<file path="src/rtl/seq_restoring_divider.sv">
// seq_restoring_divider
// Multi-cycle unsigned divider. It performs one restoring subtract-and-shift
// step per clock and exchanges operands and results over valid/ready
// handshakes. A zero divisor bypasses the iterations and returns an
// all-ones quotient, with the dividend as the remainder.
module seq_restoring_divider #(
    parameter int DATA_WD = 4
) (
    input  logic               i_clk,
    input  logic               i_rst,
    input  logic               i_valid,
    output logic               o_ready,
    input  logic [DATA_WD-1:0] i_dividend,
    input  logic [DATA_WD-1:0] i_divisor,
    output logic               o_valid,
    input  logic               i_ready,
    output logic [DATA_WD-1:0] o_quotient,
    output logic [DATA_WD-1:0] o_remainder,
    output logic               o_div_by_zero
);

    localparam int CNT_WD = (DATA_WD > 2) ? $clog2(DATA_WD) : 1;
    localparam logic [CNT_WD-1:0] LAST_ITER = CNT_WD'(DATA_WD - 1);

    typedef enum logic [1:0] {
        S_IDLE,
        S_CALC,
        S_DONE
    } state_t;

    state_t             state_q, state_d;
    logic [DATA_WD-1:0] q_q, q_d;
    // After the restore decision, the stored partial remainder is always
    // below the divisor. Its top bit is therefore always zero, so only the
    // low DATA_WD bits are kept. The working value is rebuilt at
    // DATA_WD+1 bits on every iteration.
    logic [DATA_WD-1:0] rem_q, rem_d;
    logic [DATA_WD-1:0] div_q, div_d;
    logic [CNT_WD-1:0]  cnt_q, cnt_d;
    logic [DATA_WD-1:0] quot_q, quot_d;
    logic [DATA_WD-1:0] rem_out_q, rem_out_d;
    logic               dbz_q, dbz_d;

    logic [DATA_WD:0]   rem_shift;
    logic [DATA_WD:0]   trial;
    logic               q_bit;
    logic [DATA_WD-1:0] rem_next;
    logic [DATA_WD-1:0] q_next;

    // Next-state logic: handshake decoding plus one restoring iteration.
    always_comb begin
        state_d   = state_q;
        q_d       = q_q;
        rem_d     = rem_q;
        div_d     = div_q;
        cnt_d     = cnt_q;
        quot_d    = quot_q;
        rem_out_d = rem_out_q;
        dbz_d     = dbz_q;

        rem_shift = {rem_q, q_q[DATA_WD-1]};
        trial     = rem_shift - {1'b0, div_q};
        q_bit     = ~trial[DATA_WD];
        rem_next  = q_bit ? trial[DATA_WD-1:0] : rem_shift[DATA_WD-1:0];
        q_next    = {q_q[DATA_WD-2:0], q_bit};

        case (state_q)
            S_IDLE: begin
                if (i_valid) begin
                    if (i_divisor != '0) begin
                        state_d = S_CALC;
                        q_d     = i_dividend;
                        div_d   = i_divisor;
                        rem_d   = '0;
                        cnt_d   = '0;
                    end else begin
                        state_d   = S_DONE;
                        quot_d    = '1;
                        rem_out_d = i_dividend;
                        dbz_d     = 1'b1;
                    end
                end
            end
            S_CALC: begin
                q_d   = q_next;
                rem_d = rem_next;
                cnt_d = cnt_q + CNT_WD'(1);
                if (cnt_q == LAST_ITER) begin
                    state_d   = S_DONE;
                    quot_d    = q_next;
                    rem_out_d = rem_next;
                    dbz_d     = 1'b0;
                end
            end
            S_DONE: begin
                if (i_ready) begin
                    state_d = S_IDLE;
                end
            end
            default: begin
                state_d = S_IDLE;
            end
        endcase
    end

    // State and datapath registers. Reset discards any in-flight result.
    always_ff @(posedge i_clk) begin
        if (i_rst) begin
            state_q   <= S_IDLE;
            q_q       <= '0;
            rem_q     <= '0;
            div_q     <= '0;
            cnt_q     <= '0;
            quot_q    <= '0;
            rem_out_q <= '0;
            dbz_q     <= 1'b0;
        end else begin
            state_q   <= state_d;
            q_q       <= q_d;
            rem_q     <= rem_d;
            div_q     <= div_d;
            cnt_q     <= cnt_d;
            quot_q    <= quot_d;
            rem_out_q <= rem_out_d;
            dbz_q     <= dbz_d;
        end
    end

    assign o_ready       = (state_q == S_IDLE);
    assign o_valid       = (state_q == S_DONE);
    assign o_quotient    = quot_q;
    assign o_remainder   = rem_out_q;
    assign o_div_by_zero = dbz_q;

endmodule

</file>
<file path="config.mk">
export PLATFORM = sky130hd
export DESIGN_NAME = seq_restoring_divider
export DESIGN_NICKNAME = d
export VERILOG_FILES = /design/src/rtl/seq_restoring_divider.sv
export SDC_FILE = /design/constraint.sdc
export NUM_CORES = 1
export LEC_CHECK = 0
export BUFFER_PORTS_ARGS = -buffer_cell sky130_fd_sc_hd__clkbuf_2
export CAP_MARGIN = 30
export CORE_MARGIN = 2
export CORE_UTILIZATION = 58
export DETAILED_ROUTE_END_ITERATION = 16
export PLACE_DENSITY = 0.82
export SYNTH_ARGS = -nofsm -noshare
export SYNTH_HDL_FRONTEND = slang
export SYNTH_SLANG_ARGS = --single-unit
</file>
<file path="constraint.sdc">
create_clock -name i_clk -period 3.6 [get_ports i_clk]
set_clock_uncertainty 0.2 [all_clocks]
set_input_delay 0.72 -clock i_clk [delete_from_list [all_inputs] [get_ports i_clk]]
set_output_delay 0.72 -clock i_clk [all_outputs]
set_load 0.01 [all_outputs]
</file>
# Word level (Yosys, flattened, before mapping)
# Cells that the tools add are included.
# op_classes
addsub	2
n_eq_ne	8
mux	27
bitwise_logic	1
reduce_logical	7
# ops
operator	count
$mux W4	11
$pmux W4 S2	4
$mux W2	6
$reduce_and A3 Y1	3
$ne A2 B2 Y1 const B	3
$pmux W2 S3	1
$sub A5 B4 Y5	1
$eq A2 B2 Y1 const B	2
$ne A2 B1 Y1 const B	2
$pmux W2 S2	1
$reduce_and A4 Y1	1
$reduce_bool A4 Y1	1
$mux W1	3
$add A2 B1 Y2 const B	1
$eq A2 B1 Y1 const B	1
$logic_not A2 Y1	1
$pmux W1 S2	1
$reduce_bool A2 Y1	1
$not A1 Y1	1
# totals
register_bits	25
in_bits	12
output_inout_bits	11
elab_cells	53

# Longest topological paths before layout
# Gate-level depths: netlist of the first run.
# depth
depth_word	4
depth_mapped	8
mapped_depth_nobuf	8

# Worst setup path before layout of the first run
# Ideal clock, no wire load.
# synth_path
kind	reg-to-reg
startpoint	register q_q[3]
endpoint	register rem_out_q[1] (netlist: o_remainder[1])
setup_ns	0.069
t_arrival_ns	2.020
required_time_ns	3.331
setup_slack_ns	1.311
path_stages_with_launch	9
n_path_buf	0
period_less_slack_ns	2.289
path_cell_list	dfxtp_1 > inv_1 > ha_1 > fa_1 > nand2b_1 > a21oi_1 > xor2_2 > mux2_1 > o21ai_1
# synth_between
elab_chain_cells	4
# synth_lines
item	line_no	source
start: declaration	32	logic [DATA_WD-1:0] q_q, q_d;
start signal: assignment	119	q_q <= q_d;
$sub A5 B4 Y5	62	trial = rem_shift - {1'b0, div_q};
$mux W4	64	rem_next = q_bit ? trial[DATA_WD-1:0] : rem_shift[DATA_WD-1:0];
$mux W4	88	if (cnt_q == LAST_ITER) begin
$pmux W4 S2	67	case (state_q)
end signal: assignment	124	rem_out_q <= rem_out_d;
end: declaration	41	logic [DATA_WD-1:0] rem_out_q, rem_out_d;
# Every way passes these cells. The select of a mux whose other input is x is not followed.
# A chain may end at the register's enable or synchronous reset.

# Worst setup path after layout of the first run
# layout_path
startpoint	register q_q[3]
endpoint	register rem_q[1]
# layout_between
elab_chain_cells	3
# layout_lines
item	line_no	source
$sub A5 B4 Y5	62	
$mux W4	64	
$pmux W4 S2	67	
end signal: assignment	120	rem_q <= rem_d;
end: declaration	37	logic [DATA_WD-1:0] rem_q, rem_d;
# Every way passes these cells.

==> flow_summary.toml, run 1 <==
[synthesis]
seq_total_area_yosys_pct = 37.91
synth_fp_nets = 172
synth_ff_type = "dfxtp_1"
count_of_cell_types_in_the_netlist = 40
synth_async_sr_flop_share_pct = 0
synthDominantCellAreaShare_pct = 37.91
ys_top_cells_by_area = "dfxtp_1, nor2_1, ha_1"
synth_enable_flop_cells = 0
number_of_synthesis_warnings = 0
synth_area_leader_cell = "dfxtp_1"
synth.avg_cell_area_um2 = 8.572
post_synth_inst_count = 154
synthesis.area_um2 = 1320
synth_seq_cells = 25

[clock_tree]
ctsHoldBuffers = 0
clock_sink_count = 25
worst_skew_pair.late_latency_ns = 0.31
clock_tree_from_tritoncts = "done"
cts-buffers-inserted = 3
ctsLongestPathBuffers = 2
ctsRootBufferMaster = "clkbuf_4"
ctsHtreeMaxLevel = 1
clock_pin_slew_of_the_registers_on_the_worst_case_setup_and_hold_paths_ns = 0.13
post_cts_buffers = 0
cts-resized-gates = 0

[global_route]
track_usage_pct = 22.03
grt_pass1_vias = 1125
largest_net_degree_at_the_start_of_global_routing = 31
grt_overflow = 0
number_of_antenna_violations_at_the_first_check_in_global_routing = 0
grt_first_pass_wirelength_mm = 4.540

[timing]
report.final.setup_viol = 0
timing_worst_slew_pin_value_ns = 0.5937
max-slew-margin-rel_pct = 60.42
fin_tns_setup_ns = 0
fraction_of_the_cycle_the_final_worst_path_needs_pct = 71.51
maxSlewViolCount = 0
grt_setup_unrepaired = "false"
post-route-min-period_ns = 2.574
finalHoldViolations = 0
fmax_ghz = 0.3885

[place]
placedInstanceArea_um2 = 1425
dp_hpwl_mm = 1.997
place.port_buffers = 22
gp_congestion = 0.8037

[critical_path]
critical_path_arrival_ns = 2.61
critical-path-slowest-cell = "fa_1"
cp_top_family = "adder cells"
crit_path_max_incr_delay_ns = 0.42
worstPathMaxFanout = 7
worstPathRequired_ns = 3.63
worst_setup_path_start_kind = "register"
path_class = "reg2reg"
worstSetupEndpointType = "register"
critical_path_buf_inv_count = 1
path_cells = "inv_1 > ha_1 > fa_1 > nand2b_1 > a21oi_1 > xor2_2 > mux2_1 > o32ai_1"

[power_and_ir_drop]
totalPowerFinal_uw = 563.1
p_leak_nw = 0.5601
peakVddDrop_mv = 0.3150
power.density_cell_area_nw_per_um2 = 388.0

[cells_and_area]
finish.instance_area_um2 = 1451
final_nets = 191
final_common_cell = "dfxtp_1"
final_antenna_diode_count = 0
layout-drive-gt1-share_pct = 20.93
final_core_utilization_pct = 66.25
areaGrowthSynthToFinish_pct = 9.952
layout_common_cells = "dfxtp_1, nor2_1, clkbuf_2"

[drt]
detailedRoute.firstIterationViolations = 16
wl_met1_mm = 1.129
wl_met3_um = 82
viasPerCell = 5.565
wirelength_mm = 2.609
route.met2.wl_mm = 1.354
wl_per_cell_um = 13.05
drcViolationCount = 0
drt-pass1-iter-count = 4
top_layer_used = "met4"
route.vias.total = 1113
antenna_violating_nets_post_route = 0

[floorplan]
top_level_ports = 23
initial_core_util_pct = 60.25
floorplan.die.width_um = 51.71
floorplan.die.height_um = 51.71
placeableCoreArea_um2 = 2191
placementRows = 17
die_area_um2 = 2673

[job]
max_cap_violations = 0

[worst_hold_path]
holdCritPathClass = "reg2reg"

[status]
run_status = "finished, final reports clean"
-- area by class of cell --
type	count	area, µm²
tap	28	35.03
clock buffer	4	26.28
multi-input combinational	111	742.0
sequential	25	500.5
inverter	10	37.54
timing repair buffer	22	110.1
fill	197	739.5
-- worst reg2reg max path, cell delays in order, from the launching register on --
cell,delay (ns)
dfxtp_1,0.36
inv_1,0.06
ha_1,0.21
fa_1,0.42
nand2b_1,0.17
a21oi_1,0.22
xor2_2,0.35
mux2_1,0.39
o32ai_1,0.11
-- cell usage after synthesis (2+ instances only) --
master / n
a21oi_1: 12
a31oi_1: 2
mux2_1: 2
nand2_1: 15
dfxtp_1: 25
nand2b_1: 8
ha_1: 5
nor2b_1: 3
a211oi_2: 3
or3_1: 2
clkbuf_1: 5
buf_2: 2
xnor2_1: 2
mux2i_1: 2
nand3_1: 4
inv_1: 9
o21ai_1: 2
o32ai_1: 3
a311oi_1: 4
a211oi_1: 2
nor2_1: 23
-- power by group --
group | switching, mW | internal [mW]
Sequential | 0.0153 | 0.294
Combinational | 0.0777 | 0.0528
Clock | 0.0801 | 0.0433
Total | 0.173 | 0.390
-- stage by stage --
step                      std cells  hold WS, ns  setup WS [ns]
after global routing            200       0.3054         0.9150
final                           200       0.2678          1.026
after detailed placement        196       0.2514          1.071
after CTS                       200       0.2691          1.034
after floorplan                 154       0.2363          1.311
after global placement          196       0.2517          1.220
-- registers in the layout, indices dropped and copies added (netlist names) --
name           cells
cnt_q              2
q_q                4
rem_q              4
o_div_by_zero      1
o_quotient         4
o_remainder        4
div_q              4
state_q            2
-- metal layers --
| layer | vias up | track usage (%) |
|---|---|---|
| met5 | - | 0 |
| met4 | 0 | 8.333 |
| met3 | 6 | 3.736 |
| met2 | 20 | 39.74 |
| met1 | 518 | 25.91 |
| li1 | 569 | - |
-- cells by family after synthesis --
family,after synthesis,synth area share [%]
simple gates,62,23.41
compound gates,35,19.91
flops,25,37.91
buf+inv,18,5.876
fa+ha+maj,6,6.256
mux,5,4.076
xor+xnor,3,2.560
-- path summary, 6_finish.rpt --
check	startpoint	end	slack, ns	cells past startpoint
worst max-delay path	q_q[3]$_SDFFE_PP0P_	rem_q[1]$_SDFFE_PP0P_	1.03	8
worst min-delay path	div_q[3]$_SDFFE_PP0P_	div_q[3]$_SDFFE_PP0P_	0.27	2
worst max register to register	q_q[3]$_SDFFE_PP0P_	rem_q[1]$_SDFFE_PP0P_	1.03	8
worst min register to register	div_q[3]$_SDFFE_PP0P_	div_q[3]$_SDFFE_PP0P_	0.27	2
Power figures use the tool's default switching activity.
==> run 2, diff against run 1 <==
--- a/config.mk
+++ b/config.mk
@@ -8,9 +8,9 @@
 export BUFFER_PORTS_ARGS = -buffer_cell sky130_fd_sc_hd__clkbuf_2
 export CAP_MARGIN = 30
 export CORE_MARGIN = 2
-export CORE_UTILIZATION = 58
+export CORE_UTILIZATION = 54
 export DETAILED_ROUTE_END_ITERATION = 16
-export PLACE_DENSITY = 0.82
+export PLACE_DENSITY = 0.77
 export SYNTH_ARGS = -nofsm -noshare
 export SYNTH_HDL_FRONTEND = slang
 export SYNTH_SLANG_ARGS = --single-unit
==> constraint.sdc (replaced) <==
create_clock -name i_clk -period 2.6 [get_ports i_clk]
set_clock_uncertainty 0.2 [all_clocks]
set_input_delay 0.52 -clock i_clk [delete_from_list [all_inputs] [get_ports i_clk]]
set_output_delay 0.52 -clock i_clk [all_outputs]
set_load 0.01 [all_outputs]
==> run 2 against run 1 <==
  * Worst setup slack worse by 0.87 ns
  * Critical endpoint is now o_remainder[0]$_SDFFE_PP0P_
  * Sequential power rose by 39%
  * Via count unchanged
  * Sequential share of layout area is 0.47 points lower
  * Clock power increased by 44%
  * Clock-buffer cell count down 1
  * Register-to-register slack lost 0.87 ns
  * Combinational power rose by 46%
  * Routed wire length shrank 2.0%
  * First-iteration DRC count up 25%
==> flow_summary.toml, run 2 (synthesis gave the netlist of run 1 again) <==
[critical_path]
worstPathRequired_ns = 2.65
worst_setup_path_start_kind = "register"
worstSetupEndpointType = "register"
critical_path_arrival_ns = 2.50
worstPathMaxFanout = 6
path_class = "reg2reg"

[cells_and_area]
fill_cells = 203
final_common_cell = "dfxtp_1"
areaGrowthSynthToFinish_pct = 11.47
final_antenna_diode_count = 0
final_core_utilization_pct = 65.26
total_area_of_multi_input_combinational_cells_um2 = 745.7
finish.instance_area_um2 = 1471
layoutNonFillerInstCount = 202
layout_common_cells = "dfxtp_1, nor2_1, clkbuf_2"
layout-drive-gt1-share_pct = 22.99
final_nets = 193
register_area_um2 = 500.5

[power_and_ir_drop]
peakVddDrop_mv = 0.4117
power.density_cell_area_nw_per_um2 = 540.7
p_leak_nw = 0.5721

[clock_tree]
ctsHoldBuffers = 0
cts-buffers-inserted = 3
ctsHtreeMaxLevel = 1
ctsRootBufferMaster = "clkbuf_4"
clock_tree_from_tritoncts = "done"
clock_sink_count = 25
worst_skew_pair.late_latency_ns = 0.32
ctsLongestPathBuffers = 2
clock_pin_slew_of_the_registers_on_the_worst_case_setup_and_hold_paths_ns = 0.14

[drt]
antenna_violating_nets_post_route = 0
drt-pass1-iter-count = 4
route.vias.total = 1113
wl_per_cell_um = 12.66
wirelength_mm = 2.557
drcViolationCount = 0
detailedRoute.firstIterationViolations = 20
viasPerCell = 5.510

[timing]
finalHoldViolations = 0
setup_ws_ns = 0.1553
timing_worst_slew_pin_value_ns = 0.5936
fraction_of_the_cycle_the_final_worst_path_needs_pct = 94.03
maxSlewViolCount = 0
report.final.setup_viol = 0
post-route-min-period_ns = 2.445
max-slew-margin-rel_pct = 60.42
fmax_ghz = 0.4090
hold_slack_ns = 0.2560

[place]
gp_congestion = 0.8064
dp.cells = 196
place.port_buffers = 22
dp_hpwl_mm = 1.903
placedInstanceArea_um2 = 1425
place_ws_ns = 0.08722

[floorplan]
die_area_um2 = 2856
initial_core_util_pct = 58.55
placementRows = 17
placeableCoreArea_um2 = 2255
top_level_ports = 23
floorplan.die.height_um = 53.44
floorplan.die.width_um = 53.44

[global_route]
grt_pass1_vias = 1104
number_of_antenna_violations_at_the_first_check_in_global_routing = 0
track_usage_pct = 21.57
grt_first_pass_wirelength_mm = 4.581
grt_overflow = 0
largest_net_degree_at_the_start_of_global_routing = 31

[worst_hold_path]
holdCritPathClass = "in2reg"

[status]
run_status = "finished, final reports clean"

[job]
max_cap_violations = 0
run 2: cell types whose count changed in the layout (fill, tap and decap cells not counted):
cell      change
a21oi_1       -1
a21oi_2       +1
buf_4         +2
clkbuf_1      -1
clkinv_2      +1
run 2: worst max-delay path, stage by stage (launching register included):
cell and delay (ns):
dfxtp_1 0.36, inv_1 0.05, ha_1 0.21, fa_1 0.40, nand2b_1 0.17, a21oi_2 0.18, xor2_2 0.28, mux2_1 0.38
o21ai_1 0.15
run 2: worst paths after layout:
check	start	end	slack, ns	depth (start not counted)
max	q_q[3]$_SDFFE_PP0P_	o_remainder[0]$_SDFFE_PP0P_	0.16	8
min	i_dividend[3]	q_q[3]$_SDFFE_PP0P_	0.26	3
max reg2reg	q_q[3]$_SDFFE_PP0P_	o_remainder[0]$_SDFFE_PP0P_	0.16	8
min reg2reg	div_q[3]$_SDFFE_PP0P_	div_q[3]$_SDFFE_PP0P_	0.27	2
run 2: report_power, final:
group	switching, mW	internal (mW)
logic	0.106	0.0841
registers	0.0212	0.407
clock network	0.119	0.0575
run 2: repair_timing:
item | in CTS | in global routing
buffers inserted | 0 | 2
resized for setup | 0 | 1
endpoints found under the setup margin | 0 | 5
run 2: layout make-up:
cell class | count | area share [%]
clock inverter | 1 | 0.3401
inverter | 10 | 2.551
tap | 28 | 2.381
timing repair buffer | 24 | 8.503
multi-input combinational | 111 | 50.68
sequential | 25 | 34.01
clock buffer | 3 | 1.531
run 2: layer usage:
| layer | up-vias | track usage (%) | part of all wire [%] |
|---|---|---|---|
| met2 | 17 | 37.45 | 50 |
| met5 | - | 0 | 0 |
| met4 | 0 | 8.120 | 1.1 |
| met3 | 4 | 2.542 | 2.3 |
| met1 | 513 | 26.91 | 47 |
| li1 | 579 | - | - |
run 2: metrics by stage:
stage | TNS [ns] | power, mW
finish | 0 | 0.7956
detailed placement | 0 | 0.6115
floorplan | 0 | 0.5678
CTS | 0 | 0.7849
global placement | 0 | 0.6051
global route | -0.003726 | 0.8370
==> run 3, diff against run 2 <==
--- a/config.mk
+++ b/config.mk
@@ -11,6 +11,7 @@
 export CORE_UTILIZATION = 54
 export DETAILED_ROUTE_END_ITERATION = 16
 export PLACE_DENSITY = 0.77
+export SETUP_SLACK_MARGIN = 0.5
 export SYNTH_ARGS = -nofsm -noshare
 export SYNTH_HDL_FRONTEND = slang
 export SYNTH_SLANG_ARGS = --single-unit
==> run 3 against run 2 <==
  * Sequential power about the same
  * Hold slack got worse by 0.023 ns
  * Combinational power is 26% higher
  * Register-to-register slack better by 0.17 ns
  * Maximum frequency is 7.7% higher
  * Core utilization rose by 5.3 points
  * Global-route usage shrank 0.059 points
  * Clock power increased by 2%
  * Final area rose by 8.1%
  * First-iteration DRC count rose by 95%
  * Largest power group unchanged
==> flow_summary.toml, run 3 (synthesis gave the netlist of run 1 again) <==
[critical_path]
reg2reg_setup_slack_ns = 0.33
timing.critical_path.from = "q_q[3]$_SDFFE_PP0P_"
worst_r2r_endpoint = "rem_q[0]$_SDFFE_PP0P_"
worst_setup_path_start_kind = "register"
worstSetupEndpointType = "register"
crit-reg2reg-launch = "q_q[3]$_SDFFE_PP0P_"
critical_path_arrival_ns = 2.32
path_class = "reg2reg"
worstPathMaxFanout = 7
worstPathRequired_ns = 2.65
endpoint = "rem_q[0]$_SDFFE_PP0P_"
reg2reg_depth = 8

[global_route]
largest_net_degree_at_the_start_of_global_routing = 31
grt_pass1_vias = 1051
grt_first_pass_wirelength_mm = 4.498
track_usage_pct = 21.51
grt_overflow = 0
number_of_antenna_violations_at_the_first_check_in_global_routing = 0

[timing]
report.final.setup_viol = 0
grt_setup_unrepaired = "true"
maxSlewViolCount = 0
fraction_of_the_cycle_the_final_worst_path_needs_pct = 87.30
post-route-min-period_ns = 2.270
finalHoldViolations = 0
timing_worst_slew_pin_value_ns = 0.6678
fmax_ghz = 0.4405
hold_slack_ns = 0.2329
max-slew-margin-rel_pct = 55.48
fin_tns_setup_ns = 0

[clock_tree]
ctsRootBufferMaster = "clkbuf_4"
worst_skew_pair.late_latency_ns = 0.32
clock_tree_from_tritoncts = "done"
cts-buffers-inserted = 3
ctsHtreeMaxLevel = 1
clock_pin_slew_of_the_registers_on_the_worst_case_setup_and_hold_paths_ns = 0.15
clock_sink_count = 25
ctsLongestPathBuffers = 2

[place]
placedInstanceArea_um2 = 1494
dp_hpwl_mm = 2.021
place.port_buffers = 22
gp_congestion = 0.8519

[floorplan]
placeableCoreArea_um2 = 2255
die_area_um2 = 2856
floorplan.die.height_um = 53.44
top_level_ports = 23
floorplan.die.width_um = 53.44
initial_core_util_pct = 58.55
placementRows = 17

[cells_and_area]
final_common_cell = "dfxtp_1"
layout-drive-gt1-share_pct = 32.39
finish.instance_area_um2 = 1590
final_nets = 195
layout_common_cells = "dfxtp_1, nor2_1, clkbuf_2"
final_antenna_diode_count = 0
areaGrowthSynthToFinish_pct = 20.47

[job]
max_cap_violations = 0

[power_and_ir_drop]
p_leak_nw = 0.6084
peakVddDrop_mv = 0.4359
power.density_cell_area_nw_per_um2 = 535.7

[drt]
wl_per_cell_um = 13.70
detailedRoute.firstIterationViolations = 39
wirelength_mm = 2.795
antenna_violating_nets_post_route = 0
viasPerCell = 5.559
route.vias.total = 1134
drt-pass1-iter-count = 4
drcViolationCount = 0

[status]
run_status = "finished, final reports clean"

[worst_hold_path]
hold_depth = 3
holdCritPathClass = "in2reg"
## run 3: how the worst min path moves through the flow
stage	start	endpoint	slack, ns
4_1_cts	i_dividend[3]	q_q[3]$_SDFFE_PP0P_	0.22
5_1_grt	i_dividend[3]	q_q[3]$_SDFFE_PP0P_	0.24
3_5_place_dp	div_q[3]$_SDFFE_PP0P_	div_q[3]$_SDFFE_PP0P_	0.25
6_report	i_dividend[3]	q_q[3]$_SDFFE_PP0P_	0.23
3_3_place_gp	div_q[2]$_SDFFE_PP0P_	div_q[2]$_SDFFE_PP0P_	0.25
2_1_floorplan	div_q[2]$_SDFFE_PP0P_	div_q[2]$_SDFFE_PP0P_	0.24
## run 3: metrics by stage
stage | util (%) | total power, mW | std cells | worst slack, ns
after global routing | 70.53 | 0.8950 | 204 | 0.2421
after detailed placement | 66.26 | 0.6507 | 196 | 0.3559
after floorplan | - | 0.6031 | 154 | 0.4679
final | 70.53 | 0.8518 | 204 | 0.3301
after global placement | 66.26 | 0.6433 | 196 | 0.4231
after CTS | 68.98 | 0.8358 | 201 | 0.3956
## run 3: report_power, final
group          internal (mW)  leakage [nW]  switching (mW)
clock                 0.0587        0.0139           0.122
sequential             0.408         0.204          0.0236
combinational          0.109         0.390           0.130
total                  0.576         0.608           0.276
## run 3: what timing repair did
action | 4_1_cts | 5_1_grt
pin swaps | 5 | 5
hold buffers | 0 | 0
setup buffers | 1 | 3
setup endpoints to repair | 10 | 10
resized for setup | 4 | 3
## run 3: worst max-delay path: stages, from the launching register on
cell	delay, ns
dfxtp_2	0.37
inv_2	0.05
ha_4	0.15
fa_2	0.34
nand2b_4	0.16
a21oi_4	0.19
xor2_4	0.30
mux2_4	0.35
o32ai_2	0.09
## run 3: layout make-up
type,count,area [µm²]
multi-input combinational,111,845.8
fill,183,664.4
sequential,25,501.7
timing repair buffer,26,140.1
inverter,10,37.54
tap,28,35.03
clock buffer,3,22.52
clock inverter,1,7.507
## run 3: metal layers
metal | up-vias | part of all wire (%) | GRT usage [%]
met2 | 25 | 48 | 36.21
met4 | 0 | 0.72 | 5.983
li1 | 576 | - | -
met1 | 529 | 48 | 28.30
met3 | 4 | 3.6 | 3.107
met5 | - | 0 | 0
